==> src/rtl/dmem_arbiter.sv <==
// Two-port arbiter/sequencer for the 256-byte data memory.
// Serves one latched request at a time, holds the strobes for ACC_CYC cycles, then acks.
module dmem_arbiter #(
  parameter int ACC_CYC   = 2,
  parameter int MEM_BYTES = 256
) (
  input  logic        clk,
  input  logic        rst_n,
  input  logic        m0_req,
  input  logic        m0_we,
  input  logic        m0_word,
  input  logic [15:0] m0_addr,
  input  logic [15:0] m0_wdata,
  output logic        m0_ack,
  output logic [15:0] m0_rdata,
  output logic        m0_err,
  input  logic        m1_req,
  input  logic        m1_we,
  input  logic        m1_word,
  input  logic [15:0] m1_addr,
  input  logic [15:0] m1_wdata,
  output logic        m1_ack,
  output logic [15:0] m1_rdata,
  output logic        m1_err,
  output logic        gnt_id,
  output logic        busy,
  output logic [15:0] mem_addr,
  output logic        mem_word_en,
  output logic        mem_ld_en,
  output logic        mem_write,
  output logic        mem_read,
  output logic [15:0] mem_wdata,
  input  logic [15:0] mem_rdata
);

  // state  | meaning
  // IDLE   | waiting for a request; arbitrates and latches the winner
  // ACCESS | memory strobes held, counter running down to capture
  // DONE   | one-cycle ack (with err) to the granted port
  typedef enum logic [1:0] {IDLE, ACCESS, DONE} state_t;

  localparam logic [16:0] MEM_LIM  = 17'(MEM_BYTES);
  localparam logic [3:0]  CNT_INIT = 4'(ACC_CYC - 1);

  state_t      state_q, state_d;
  logic [3:0]  cnt_q, cnt_d;
  logic        we_q, word_q, err_q, gnt_q, last_q;
  logic [15:0] addr_q, wdata_q, rdata0_q, rdata1_q;

  logic        sel, sel_we, sel_word, range_err, latch, capture;
  logic [15:0] sel_addr, sel_wdata;

  // Round-robin on a tie: the port not granted last wins.
  assign sel       = (m0_req && m1_req) ? ~last_q : m1_req;
  assign sel_we    = sel ? m1_we    : m0_we;
  assign sel_word  = sel ? m1_word  : m0_word;
  assign sel_addr  = sel ? m1_addr  : m0_addr;
  assign sel_wdata = sel ? m1_wdata : m0_wdata;
  assign range_err = ({1'b0, sel_addr} >= MEM_LIM) ||
                     (sel_word && ({1'b0, sel_addr} == (MEM_LIM - 17'd1)));

  always_ff @(posedge clk or negedge rst_n) begin
    if (!rst_n) begin
      state_q <= IDLE;
      cnt_q   <= '0;
    end else begin
      state_q <= state_d;
      cnt_q   <= cnt_d;
    end
  end

  always_comb begin
    state_d = state_q;
    cnt_d   = cnt_q;
    latch   = 1'b0;
    capture = 1'b0;
    case (state_q)
      IDLE: begin
        if (m0_req || m1_req) begin
          latch   = 1'b1;
          cnt_d   = CNT_INIT;
          state_d = range_err ? DONE : ACCESS;
        end
      end
      ACCESS: begin
        if (cnt_q == 4'd0) begin
          capture = 1'b1;
          state_d = DONE;
        end else begin
          cnt_d = cnt_q - 4'd1;
        end
      end
      DONE:    state_d = IDLE;
      default: state_d = IDLE;
    endcase
  end

  always_ff @(posedge clk or negedge rst_n) begin
    if (!rst_n) begin
      we_q     <= 1'b0;
      word_q   <= 1'b0;
      err_q    <= 1'b0;
      gnt_q    <= 1'b0;
      last_q   <= 1'b1;
      addr_q   <= '0;
      wdata_q  <= '0;
      rdata0_q <= '0;
      rdata1_q <= '0;
    end else begin
      if (latch) begin
        we_q    <= sel_we;
        word_q  <= sel_word;
        addr_q  <= sel_addr;
        wdata_q <= sel_wdata;
        gnt_q   <= sel;
        last_q  <= sel;
        err_q   <= range_err;
        // A rejected access returns zero data rather than stale data.
        if (range_err) begin
          if (sel) rdata1_q <= '0;
          else     rdata0_q <= '0;
        end
      end
      if (capture) begin
        if (gnt_q) rdata1_q <= mem_rdata;
        else       rdata0_q <= mem_rdata;
      end
    end
  end

  logic acc, done;
  assign acc  = (state_q == ACCESS);
  assign done = (state_q == DONE);

  assign mem_addr    = addr_q;
  assign mem_write   = acc &  we_q;
  assign mem_read    = acc & ~we_q;
  assign mem_word_en = acc &  we_q & word_q;
  assign mem_ld_en   = acc & ~we_q & word_q;
  // Byte stores replicate the byte so either memory lane receives it.
  assign mem_wdata   = !mem_write ? 16'h0000 :
                       (word_q ? wdata_q : {wdata_q[7:0], wdata_q[7:0]});

  assign m0_ack   = done & ~gnt_q;
  assign m1_ack   = done &  gnt_q;
  assign m0_err   = m0_ack & err_q;
  assign m1_err   = m1_ack & err_q;
  assign m0_rdata = rdata0_q;
  assign m1_rdata = rdata1_q;
  assign gnt_id   = gnt_q;
  assign busy     = acc | done;

endmodule

==> config.mk <==
export PLATFORM = sky130hd
export DESIGN_NAME = dmem_arbiter
export DESIGN_NICKNAME = d
export VERILOG_FILES = /design/src/rtl/dmem_arbiter.sv
export SDC_FILE = /design/constraint.sdc
export NUM_CORES = 1
export LEC_CHECK = 0
export ABC_AREA = 1
export BUFFER_PORTS_ARGS = -buffer_cell sky130_fd_sc_hd__buf_2
export CORE_MARGIN = 1.5
export CORE_UTILIZATION = 52
export CTS_CLUSTER_SIZE = 14
export DETAILED_ROUTE_END_ITERATION = 7
export PLACE_DENSITY_LB_ADDON = 0.3
export SLEW_MARGIN = 20
export SYNTH_ARGS = -nofsm -noshare
export SYNTH_HDL_FRONTEND = slang
export SYNTH_SLANG_ARGS = --single-unit
==> constraint.sdc <==
create_clock -name clk -period 3.03 [get_ports clk]
set_clock_uncertainty 0.1 [all_clocks]
set_input_delay 0.1515 -clock clk [delete_from_list [all_inputs] [get_ports clk]]
set_output_delay 0.1515 -clock clk [all_outputs]
set_load 0.005 [all_outputs]
==> results.sh <==
export IMPL_ys_top_cells_by_area="dfrtp_1 (47%), nand2_1 (16%), inv_1 (6.8%)"
export IMPL_num_io_pins=162
export IMPL_rsz0062_at_grt="false"
export IMPL_n_fill_cell=555
export IMPL_place_area_um2=4770
export IMPL_place_congestion=0.802
export IMPL_crit_family="simple AND/OR/NAND/NOR gates"
export IMPL_crit_type="register to output pin"
export IMPL_comb_power_share_pct=34.9
export IMPL_cts_tree="built"
export IMPL_reg2regPathDepth=8
export IMPL_min_to="wdata_q[3]$_DFFE_PN0P_"
export IMPL_fmax_mhz=377
export IMPL_grt_pass1_wl_mm=18.8
export IMPL_yosysWarnings=0
export IMPL_hold_path_class="primary input to register"
export IMPL_maxSlewHeadroom_pct=37.5
export IMPL_cts_buffer_depth=2
export IMPL_io_buffers=161
export IMPL_grt_max_degree=76
export IMPL_clock_sinks=75
export IMPL_synth_cell_types=26
export IMPL_vias=4168
export IMPL_p_per_area_nw_per_um2=665
export IMPL_cts_max_level=3
export IMPL_r2r_end="wdata_q[5]$_DFFE_PN0P_"
export IMPL_rrSetupSlack_ps=490
export IMPL_core_region_area_um2=7290
export IMPL_min_period_ps=2650
export IMPL_slowest_stage="nor2_1"
export IMPL_synthTopCellsByCount="nand2_1 (171), dfrtp_1 (74), inv_1 (72)"
export IMPL_postLayoutCellArea_um2=5610
export IMPL_die_h_um=90.2
export IMPL_dieArea_um2=8130
export IMPL_synth_area_um2=3950
export IMPL_power_leakage_nw=3.33
export IMPL_status="finished, final reports clean"
export IMPL_p_int_mw=2.47
export IMPL_start_util_pct=54.2
export IMPL_p_seq_share_pct=38.0
export IMPL_grt_overflow=0
export IMPL_clkPwrFrac_pct=27.1
export IMPL_min_period_over_period_pct=87.4
export IMPL_crit_start="state_q[1]$_DFFE_PN0P_"
export IMPL_cp_num_cells=7
export IMPL_syn_nets=616
export IMPL_path_cells="inv_1 > ha_1 > nand2_1 > nor2_1 > nor2_1 > a21oi_1 > buf_2"
export IMPL_finalSetupTns_ps=0
export IMPL_via_per_inst=4.97
export IMPL_route_detailed_drc=0
export IMPL_hold_viol=0
export IMPL_cp_common_cell="nor2_1"
export IMPL_crit_path_end_kind="output pin"
export IMPL_timing_hold_ws_ps=6.97
export IMPL_grt_total_usage_pct=28.8
export IMPL_holdCritStartpoint="m0_wdata[3]"
export IMPL_vdd_drop_max_v=0.000450
export IMPL_ys_async_sr_fraction_pct=100
export IMPL_worstSkewPairLatency_ps=350
export IMPL_cts_repair_resized=0
export IMPL_area_growth_pct=42.0
export IMPL_critical_path_max_stage_delay_ps=610
export IMPL_drt_first_pass_iters=4
export IMPL_synth_top_cell_area_share_pct=46.9
export IMPL_numCtsBuffers=9
export IMPL_cp_start_kind="register"
export IMPL_syn_inst=523
export IMPL_rr_startpoint="state_q[1]$_DFFE_PN0P_"
export IMPL_crit_arrival_ps=2400
export IMPL_synth_area_leader_cell="dfrtp_1"
export IMPL_power_switching_mw=1.26
export IMPL_rows=31
export IMPL_synth_edf_count=0
export IMPL_setup_viol=0
export IMPL_required_ps=2780
export IMPL_hold_depth=3
export IMPL_antenna_found_initial=0
export IMPL_seq_area_frac_synth_pct=47.5
export IMPL_dieWidth_um=90.2
export IMPL_yosysMostFrequentCell="nand2_1"
export IMPL_diodes=0
export IMPL_cts_root_buf="clkbuf_8"
export IMPL_worst_path_buf_inv=2
export IMPL_power_total_mw=3.73
export IMPL_synth_ff_type="dfrtp_1"
export IMPL_place_inst=764
export IMPL_final_cells=838
export IMPL_avgSynthCellArea_um2=7.55
export IMPL_cap_viol_max_count=0
export IMPL_clk_pin_slew_ps=80
export IMPL_grt_pass1_vias=4057
export IMPL_wl_mm=11.5
export IMPL_ys_ff_latch=75
export IMPL_hpwlAfterDp_mm=7.16
export IMPL_p_sw_share_pct=33.7
export IMPL_layout_drive_gt1_share_pct=28.1
export IMPL_critPathMaxFanout=10
export IMPL_fin_nets=827
export IMPL_ant_nets=0
export IMPL_wl_per_cell_um=13.7
export IMPL_worstMarginPinSlew_ps=938
export IMPL_slew_violations=0
export IMPL_first_iter_violations=175
[routing by layer]
metal | share of wire, % | vias up | track usage, %
li1 | - | 2037 | -
met1 | 41 | 1926 | 35.3
met2 | 50 | 186 | 49.9
met3 | 6.8 | 19 | 5.67
met4 | 1.9 | 0 | 10.8
met5 | 0 | - | 0
[worst register-to-register path, delay by kind of cell, from the launching register on]
kind / cells / cell delay [ps]
buffers and inverters: 4 / 1070
flip-flops: 1 / 390
AND/OR/NAND/NOR: 1 / 330
adder cells (fa/ha/maj): 1 / 300
AO/OA/AOI/OAI: 2 / 280
[how the worst max path moves through the flow]
stage / endpoint / slack (ps)
final: mem_wdata[12] / 380
after global routing: mem_wdata[8] / 190
after CTS: mem_wdata[13] / 390
after detailed placement: m0_rdata[2]$_DFF_PN0_ / 690
after global placement: m0_rdata[1]$_DFF_PN0_ / 780
after floorplan: m0_rdata[10]$_DFF_PN0_ / 1220
[power by group through the flow]
stage,sequential (mW),combinational (mW),clock [mW]
final,1.42,1.30,1.01
after global routing,1.44,1.45,1.07
after CTS,1.41,1.28,1.03
after detailed placement,1.42,1.10,0
after global placement,1.42,1.07,0
after floorplan,1.40,0.755,0
[cells by family after synthesis]
kind of cell               synth area share [%]
xor gates and xnor gates                  0.222
adders and majority gates                  1.58
and+or+nand+nor                            29.1
AOI/OAI and AO/OA                          10.6
DFF                                        47.5
buffers and inverters                      11.0
[state kept, by name (all words and copies together) (netlist names)]
register / cells
m0_rdata: 16
state_q: 2
word_q: 1
m1_rdata: 16
mem_addr: 16
err_q: 1
cnt_q: 4
last_q: 1
wdata_q: 16
gnt_id: 1
we_q: 1
[metrics by stage]
step / setup slack [ps] / util [%]
6_report: 381 / 76.9
5_1_grt: 188 / 76.9
4_1_cts: 391 / 76.9
3_5_place_dp: 686 / 65.4
3_3_place_gp: 779 / 65.4
2_1_floorplan: 1220 / -
[area by class of cell]
class | instances | area [um2] | share of cell area [%]
flip-flops and latches | 75 | 1880 | 33.5
clock buffers | 9 | 124 | 2.21
multi-input cells | 353 | 1640 | 29.3
well taps | 99 | 124 | 2.21
clock inverters | 7 | 140 | 2.50
inverters | 72 | 270 | 4.82
repair buffers | 223 | 1430 | 25.5
[cell usage in the layout (no fill, tap or decap), drive strengths merged, types with 5 or more instances in the layout]
master,Yosys,final
nand3,17,17
o22ai,17,17
nand2,188,188
a21oi,10,10
inv,72,72
dlygate4sd3,0,58
o21ai,32,32
clkbuf,9,9
a31oi,13,13
ha,5,5
dfrtp,74,74
buf,14,165
nor2,66,66
[repair_timing]
item,CTS,global route
endpoints found under the hold margin,135,0
hold buffers,58,0
buffers inserted,0,0
Power figures use the tool's default switching activity.
